File: config.mk
export PLATFORM = sky130hd
export DESIGN_NAME = phase_wrap
export DESIGN_NICKNAME = d
export VERILOG_FILES = /design/src/rtl/phase_wrap_pkg.sv /design/src/rtl/phase_wrap.sv
export SDC_FILE = /design/constraint.sdc
export NUM_CORES = 1
export LEC_CHECK = 0
export CAP_MARGIN = 0
export CORE_ASPECT_RATIO = 0.9
export CORE_MARGIN = 10
export CORE_UTILIZATION = 55
export DETAILED_ROUTE_END_ITERATION = 12
export GPL_TIMING_DRIVEN = 0
export PLACE_DENSITY = 0.76
export SLEW_MARGIN = 30
export SYNTH_ARGS = -nofsm -noshare
export SYNTH_HDL_FRONTEND = slang
export SYNTH_SLANG_ARGS = --single-unit
File: constraint.sdc
create_clock -name clk -period 12 [get_ports clk]
set_clock_uncertainty 0.05 [all_clocks]
set_input_delay 1.8 -clock clk [delete_from_list [all_inputs] [get_ports clk]]
set_output_delay 1.8 -clock clk [all_outputs]
set_load 0.005 [all_outputs]
File: src/rtl/phase_wrap_pkg.sv
// Default widths shared by the phase wrapper and anything that instantiates it.
package phase_wrap_pkg;

   localparam int WIN_DEFAULT    = 17;
   localparam int WPI2IN_DEFAULT = 1;
   localparam int WOUT_DEFAULT   = 25;

endpackage

File: src/rtl/phase_wrap.sv
// Phase wrapper: splits an unwrapped phase into a wrapped phase in
// [-half turn, half turn) plus a whole-turn count, after subtracting a
// programmable offset. It also flags input steps of half a turn or more,
// since a downstream unwrapper cannot resolve those unambiguously.
module phase_wrap
   import phase_wrap_pkg::*;
#(
   parameter int WIN    = WIN_DEFAULT,
   parameter int WPI2IN = WPI2IN_DEFAULT,
   parameter int WOUT   = WOUT_DEFAULT
) (
   input  logic                     clk,
   input  logic                     rst,
   input  logic                     sync_in,
   input  logic signed [WOUT-1:0]   d_in,
   input  logic                     offset_set,
   input  logic signed [WOUT-1:0]   offset_value,
   input  logic                     err_clear,
   output logic                     sync_out,
   output logic signed [WIN-1:0]    d_out,
   output logic signed [WOUT-WIN+WPI2IN-2:0] wrapout,
   output logic                     step_err
);

   // One full turn is 2^T LSB; the turn count takes the remaining bits.
   localparam int T  = WIN - WPI2IN + 1;
   localparam int WW = WOUT - T;

   // Half a turn, at the width of the step difference.
   localparam logic signed [WOUT:0] HALF_POS = $signed({{WOUT{1'b0}}, 1'b1}) <<< (T - 1);
   localparam logic signed [WOUT:0] HALF_NEG = -HALF_POS;

   // Stage 1 state
   logic signed [WOUT-1:0] p1_q, p1_d;
   logic signed [WOUT:0]   diff_q, diff_d;
   logic signed [WOUT-1:0] prev_q;
   logic signed [WOUT-1:0] off_q;
   logic                   sync1_q;
   logic                   chk1_q;
   logic                   first_q;

   // Stage 2 state
   logic signed [WIN-1:0]  d_out_q, d_out_d;
   logic signed [WW-1:0]   wrap_q, wrap_d;
   logic                   sync_out_q;
   logic                   err_q, err_d;
   logic signed [T-1:0]    lo_s;
   logic                   step_viol;

   // Stage 1 next-state: offset removal (wraps at WOUT) and one-bit-wider step size.
   always_comb begin
      p1_d   = d_in - off_q;
      diff_d = {d_in[WOUT-1], d_in} - {prev_q[WOUT-1], prev_q};
   end

   // Stage 1 registers: capture the sample, remember it for the next step, tag first sample.
   always_ff @(posedge clk or posedge rst) begin
      if (rst) begin
         p1_q    <= '0;
         diff_q  <= '0;
         prev_q  <= '0;
         off_q   <= '0;
         sync1_q <= 1'b0;
         chk1_q  <= 1'b0;
         first_q <= 1'b1;
      end else begin
         sync1_q <= sync_in;
         if (sync_in) begin
            p1_q    <= p1_d;
            diff_q  <= diff_d;
            prev_q  <= d_in;
            chk1_q  <= ~first_q;
            first_q <= 1'b0;
         end
         // Loaded after the same-edge sample has already used the old offset.
         if (offset_set) begin
            off_q <= offset_value;
         end
      end
   end

   // Stage 2 next-state: split into wrapped phase and turn count; a low part of
   // exactly half a turn becomes the negative extreme and bumps the turn count.
   always_comb begin
      lo_s      = p1_q[T-1:0];
      d_out_d   = WIN'(lo_s);
      wrap_d    = p1_q[WOUT-1:T] + WW'(p1_q[T-1]);
      step_viol = sync1_q && chk1_q && ((diff_q >= HALF_POS) || (diff_q <= HALF_NEG));
      err_d     = err_q;
      if (step_viol) begin
         err_d = 1'b1;
      end else if (err_clear) begin
         err_d = 1'b0;
      end
   end

   // Stage 2 registers: outputs update only on a strobe and hold otherwise.
   always_ff @(posedge clk or posedge rst) begin
      if (rst) begin
         d_out_q    <= '0;
         wrap_q     <= '0;
         sync_out_q <= 1'b0;
         err_q      <= 1'b0;
      end else begin
         sync_out_q <= sync1_q;
         err_q      <= err_d;
         if (sync1_q) begin
            d_out_q <= d_out_d;
            wrap_q  <= wrap_d;
         end
      end
   end

   assign sync_out = sync_out_q;
   assign d_out    = d_out_q;
   assign wrapout  = wrap_q;
   assign step_err = err_q;

endmodule

==> results.json, run 1 <==
{
  "p_per_area_nw_per_um2": 174.5,
  "yosys.cell_types.count": 60,
  "io_buffers": 80,
  "syn_area_per_cell_um2": 9.687,
  "ys_seq_elements": 131,
  "syn_nets": 887,
  "via_per_inst": 5.768,
  "globalRouteMet1Util": 0.2724,
  "final_area_um2": 9256,
  "synth_cells": 779,
  "worstMarginPinSlew_ps": 687.4,
  "drt_wl_total_um": 19410,
  "drc": 0,
  "crit_type": "input pin to register",
  "worst_ir_drop_vdd_v": 0.0001302,
  "synthFlopType": "dfrtp_1",
  "busiest_layer": "met2",
  "setup_viol": 0,
  "vias": 6114,
  "timing.fmax_mhz": 219.9,
  "synth.top_cell.area_share": 0.4311,
  "cts_max_level": 4,
  "multiInputGateArea_um2": 3895,
  "critPathMaxStageDelay_ps": 470,
  "core_um2": 13410,
  "postCtsHoldBufs": 0,
  "yosysSeqAreaShare": 0.4346,
  "grt_pass1_wl_um": 32290,
  "antenna_found_initial": 0,
  "ios": 82,
  "cp.arrival_ps": 4810,
  "fillers": 1016,
  "firstDrtPassIters": 4,
  "grt_max_degree": 83,
  "wl_per_cell_um": 18.31,
  "post-synth-top-count-cell": "dfrtp_1",
  "path_cells": "clkdlybuf4s50_1 > inv_1 > ha_1 > inv_1 > fa_1 > a21oi_1 > o211ai_1 > a21oi_1 > a21oi_2 > o31ai_2 > and2_4 > buf_6 > nor4_1 > a211o_1",
  "max-slew-margin-rel": 0.5418,
  "ant_nets": 0,
  "cts_root_buf": "clkbuf_16",
  "netlist.top_cell.by_area": "dfrtp_1",
  "fin_crit_ps": 4547,
  "synth_edf_count": 0,
  "holdWs_ps": 344.9,
  "initial_core_util": 0.5626,
  "cts_tree": "built",
  "gp_congestion": 0.8988,
  "status": "completed",
  "critPathTopFamily": "compound AO/OA/AOI/OAI gates",
  "die_area_um2": 18810,
  "drt-initial-drc-count": 357,
  "grt_overflow_total": 0,
  "fin_tns_setup_ps": 0,
  "synth_common_cells": "dfrtp_1 (130), nand2_1 (84), o21ai_0 (68)",
  "cp-start-kind": "input pin",
  "max_cap_viol_count": 0,
  "clk_latency_ps": 430,
  "ys_async_sr_fraction": 1.000,
  "cts.clk_slew.worst_paths_ps": 60,
  "place_hpwl_um": 14640,
  "rsz0062_at_grt": "no",
  "slew_violations": 0,
  "hp-class": "register to register",
  "synth_area_um2": 7546,
  "crit_required_ps": 12260,
  "clkSinkCount": 131,
  "cts_buffer_depth": 2,
  "slowest_stage": "clkdlybuf4s50_1",
  "grtUsageMet3": 0.06484,
  "grt_use_total": 0.2125,
  "p_leak_uw": 0.004094,
  "hold_viol": 0,
  "grtUsageMet2": 0.3354,
  "placementRows": 40,
  "die_x_um": 143.5,
  "path_buf_inv": 4,
  "register_area_um2": 3279,
  "cts_made_buffers": 17,
  "endpoint_kind": "register",
  "crit_fanout": 5,
  "cts_setup_buffers": 0,
  "area_growth_pct": 22.67,
  "fin_nets": 987,
  "grt_pass1_vias": 6376,
  "cts_resized": 0,
  "fin_crit_sh": 0.3789,
  "dpl_cell_area_um2": 8592,
  "antenna_cells": 0,
  "die_y_um": 131.1,
  "drive_gt1_frac": 0.1110,
  "synth.area.top_cells": "dfrtp_1 (43%), ha_1 (8.5%), mux2_2 (7.8%), o21ai_0 (4.5%), nand2_1 (4.2%)",
  "yosysWarningCount": 0
}
[state kept, by name (all words and copies together) (netlist names)]
signal,count
diff_q,26
off_q,25
p1_q,25
prev_q,25
d_out,17
wrapout,8
chk1_q,1
first_q,1
step_err,1
sync1_q,1
sync_out,1
[power by group]
| part | internal [µW] | switching (µW) | leakage [µW] | total, µW |
|---|---|---|---|---|
| sequential | 537 | 57.7 | 0.00154 | 595 |
| combinational | 222 | 210 | 0.00224 | 432 |
| clock | 388 | 199 | 0.000316 | 588 |
[stage by stage]
stage                 util  total power, µW  instances  setup slack [ps]
floorplan                -            864.6        779              6654
global placement    0.6380             1012       1027              5016
detailed placement  0.6406             1030       1028              7050
CTS                 0.6901             1624       1060              7487
global route        0.6901             1704       1060              7284
finish              0.6901             1615       1060              7453
[worst reg2reg max path: cells and delay by family (launching register included)]
kind	cells	cell delay (ps)
and+or+nand+nor	2	270
adders and majority gates	2	600
AOI/OAI and AO/OA	6	1370
DFF	1	360
buffers and inverters	2	160
[cells in the final DEF, fill, tap and decap left out, types with 3 or more instances in the layout]
| cell type | synthesis | routed |
|---|---|---|
| clkinv_2 | 0 | 3 |
| xor2_1 | 16 | 16 |
| o21a_1 | 11 | 11 |
| nand2b_1 | 3 | 3 |
| o21bai_1 | 8 | 8 |
| nor2_1 | 34 | 34 |
| buf_1 | 6 | 6 |
| o21ai_1 | 7 | 7 |
| xnor2_1 | 26 | 26 |
| nand3_1 | 13 | 13 |
| o211a_1 | 3 | 3 |
| nor3_1 | 7 | 7 |
| ha_1 | 51 | 51 |
| o211ai_1 | 5 | 5 |
| nand2_1 | 84 | 84 |
| nor4_1 | 8 | 8 |
| and2_1 | 4 | 4 |
| nor2b_1 | 8 | 8 |
| inv_1 | 66 | 65 |
| bufinv_16 | 0 | 6 |
| clkdlybuf4s50_1 | 0 | 80 |
| clkbuf_16 | 0 | 17 |
| nand4_1 | 12 | 12 |
| o21ai_0 | 68 | 68 |
| and3_1 | 9 | 9 |
| a21o_1 | 12 | 12 |
| mux2_2 | 52 | 52 |
| a31oi_1 | 7 | 7 |
| a21oi_1 | 57 | 57 |
| clkbuf_1 | 24 | 25 |
| clkinvlp_4 | 0 | 3 |
| a211oi_1 | 7 | 7 |
| o31ai_1 | 3 | 3 |
| dfrtp_1 | 130 | 130 |
[final cells by class]
type	instances	area share
plain buffers	31	0.01338
repair buffers	81	0.08948
flip-flops and latches	131	0.3543
clock inverters	14	0.02541
inverters	66	0.02758
well taps	168	0.02271
multi-input cells	551	0.4208
clock buffers	18	0.04636
[logic make-up after synthesis]
family                     count (synthesis)  share of synthesized area
AOI/OAI and AO/OA                        214                     0.1827
xor gates and xnor gates                  42                    0.04875
adders and majority gates                 53                    0.08987
buffers and inverters                     97                    0.04925
DFF                                      131                     0.4346
muxes                                     54                    0.08025
and+or+nand+nor                          188                     0.1146
[metal layers]
layer	vias up	share of wire
met2	172	0.46
met3	28	0.065
met5	-	0
met4	0	0.019
li1	2948	-
met1	2966	0.46
[path summary, 6_finish.rpt]
kind | from | endpoint | slack (ps) | cells past startpoint
worst max-delay path | d_in[0] | diff_q[20] | 7450 | 14
worst min-delay path | sync1_q | sync_out | 340 | 0
worst max register to register | prev_q[0] | diff_q[20] | 9070 | 12
worst min register to register | sync1_q | sync_out | 340 | 0
max in group asynchronous | rst | first_q | 9450 | 3
min in group asynchronous | rst | wrapout[6] | 1730 | 2
No activity file was read; power rests on OpenSTA's default activity.
==> inputs of run 2 (changes only) <==
==> constraint.sdc (replaced) <==
create_clock -name clk -period 4.2 [get_ports clk]
set_clock_uncertainty 0.05 [all_clocks]
set_input_delay 0.63 -clock clk [delete_from_list [all_inputs] [get_ports clk]]
set_output_delay 0.63 -clock clk [all_outputs]
set_load 0.005 [all_outputs]
==> results of run 2 <==
Same layout as run 1 (identical final DEF). Status: completed.
Among the figures that moved: setup slack after placement 7050 ps -> 420.5 ps; setup slack after layout 7453 ps -> 822.9 ps; register-to-register setup slack 9070 ps -> 1270 ps; total power 1615 µW -> 4614 µW; worst IR drop on VDD 0.0001302 V -> 0.0003720 V
==> inputs of run 3 (changes only) <==
--- a/config.mk
+++ b/config.mk
@@ -8,10 +8,10 @@
 export CAP_MARGIN = 0
 export CORE_ASPECT_RATIO = 0.9
 export CORE_MARGIN = 10
-export CORE_UTILIZATION = 55
+export CORE_UTILIZATION = 52
 export DETAILED_ROUTE_END_ITERATION = 12
 export GPL_TIMING_DRIVEN = 0
-export PLACE_DENSITY = 0.76
+export PLACE_DENSITY = 0.75
 export SLEW_MARGIN = 30
 export SYNTH_ARGS = -nofsm -noshare
 export SYNTH_HDL_FRONTEND = slang
==> constraint.sdc (replaced) <==
create_clock -name clk -period 3.04 [get_ports clk]
set_clock_uncertainty 0.05 [all_clocks]
set_input_delay 0.456 -clock clk [delete_from_list [all_inputs] [get_ports clk]]
set_output_delay 0.456 -clock clk [all_outputs]
set_load 0.005 [all_outputs]
==> results.json, run 3 (synthesized netlist as in run 1, its figures left out) <==
{
  "postCtsHoldBufs": 0,
  "status": "completed",
  "die_area_um2": 19740,
  "clkSinkCount": 131,
  "top_register": "diff_q",
  "fin_util": 0.6630,
  "firstDrtPassIters": 5,
  "clk_latency_ps": 420,
  "fin_crit_ps": 2862,
  "slew_violations": 0,
  "ant_nets": 0,
  "die_y_um": 134.3,
  "mostFrequentLayoutCells": "dfrtp_1 (130), nand2_1 (84), clkdlybuf4s50_1 (79)",
  "total_power_uw": 6177,
  "cp-start-kind": "input pin",
  "area_growth_pct": 23.94,
  "crit_fanout": 4,
  "max_cap_viol_count": 0,
  "hp-class": "input pin to asynchronous set/reset pin",
  "critPathMaxStageDelay_ps": 510,
  "drive_gt1_frac": 0.1235,
  "gp_congestion": 0.9006,
  "grt_pass1_wl_um": 31820,
  "vias": 6100,
  "drt_wl_total_um": 19290,
  "fin_nets": 994,
  "critPathLaunch": "d_in[2]",
  "largest_register_ffs": 26,
  "p_per_area_nw_per_um2": 660.4,
  "grt_use_total": 0.1986,
  "hold_viol": 0,
  "drc": 0,
  "antenna_found_initial": 0,
  "worstMarginPinSlew_ps": 717.4,
  "cts.clk_slew.worst_paths_ps": 60,
  "place_hpwl_um": 14280,
  "cts_root_buf": "clkbuf_16",
  "core_um2": 14110,
  "fin_crit_sh": 0.9415,
  "final_area_um2": 9353,
  "antenna_cells": 0,
  "r2r-start": "prev_q[0]",
  "crit_required_ps": 3300,
  "crit_type": "input pin to register",
  "die_x_um": 147.0,
  "initial_core_util": 0.5349,
  "fillers": 1132,
  "cts_buffer_depth": 2,
  "grt_overflow_total": 0,
  "wl_per_cell_um": 17.66,
  "p_leak_uw": 0.004127,
  "cp.arrival_ps": 3120,
  "rsz0062_at_grt": "no",
  "final_common_cell": "dfrtp_1",
  "cts_max_level": 4,
  "path_cells": "clkdlybuf4s50_1 > ha_1 > nor2b_2 > o31a_4 > a211oi_4 > o31ai_4 > a31oi_4 > o22ai_1 > o211a_1 > a211o_1",
  "endpoint_kind": "register",
  "grt_max_degree": 31,
  "dpl_cell_area_um2": 8700,
  "max-slew-margin-rel": 0.5217,
  "io_buffers": 80,
  "rrSetupSlack_ps": 260,
  "grt_pass1_vias": 6125,
  "placementRows": 41,
  "timing.fmax_mhz": 349.4,
  "setup_viol": 0,
  "drt-initial-drc-count": 350,
  "cts_made_buffers": 17,
  "slowest_stage": "clkdlybuf4s50_1",
  "cts_tree": "built",
  "via_per_inst": 5.586,
  "worst_ir_drop_vdd_v": 0.0005588,
  "ios": 82
}
-- run 3: changes by cell type in the layout (fill, tap and decap cells not counted), moves of 2 or more --
cell / previous run / this run
bufinv_16: 6 / 3
a21oi_2: 1 / 3
a21oi_1: 57 / 55
buf_12: 0 / 4
clkinv_4: 2 / 4
buf_4: 0 / 3
-- run 3: path summary, 6_finish.rpt --
path | endpoint | depth (start not counted)
setup / recovery | p1_q[24] | 10
hold / removal | sync_out | 2
setup reg to reg | diff_q[20] | 12
hold reg to reg | sync_out | 0
max in group asynchronous | prev_q[8] | 5
min in group clk | sync_out | 0
-- run 3: layer usage --
layer | vias up | GRT usage | wire length, µm
met5 | - | 0 | 0
met4 | 0 | 0.06326 | 386
met3 | 25 | 0.06153 | 1293
met2 | 188 | 0.2974 | 8510
met1 | 2926 | 0.2684 | 9098
li1 | 2961 | - | -
-- run 3: repair_timing --
item	in CTS	in global routing
setup endpoints to repair	4	8
resized for setup	2	5
pin swaps	1	3
buffers inserted	0	3
-- run 3: cell type report --
class	count	area, µm²	area share
Multi-Input combinational cell	551	3920	0.4191
Sequential cell	131	3279	0.3506
Timing Repair Buffer	88	933.4	0.09980
Clock buffer	19	442.9	0.04736
Inverter	66	251.5	0.02689
Tap cell	193	241.5	0.02582
Clock inverter	13	160.2	0.01712
Buffer	31	123.9	0.01324
-- run 3: critical path: cells and delay by family --
kind                       cells  cell delay (ps)
adders and majority gates      1              400
buffers and inverters          1              510
AOI/OAI and AO/OA              7             1560
and+or+nand+nor                1              190
-- run 3: where the power goes --
group | internal, µW | switching [µW]
Sequential | 2120 | 223
Clock | 1310 | 792
Combinational | 896 | 836
-- run 3: metrics by stage --
step	setup TNS (ps)	cells	setup slack (ps)	hold slack (ps)
2_1_floorplan	0	779	325.2	301.9
3_3_place_gp	-42050	1052	-620.7	309.4
3_5_place_dp	-7038	1057	-620.0	310.0
4_1_cts	-17.77	1089	-17.77	260.2
5_1_grt	0	1092	11.44	267.3
6_report	0	1092	177.8	270.4
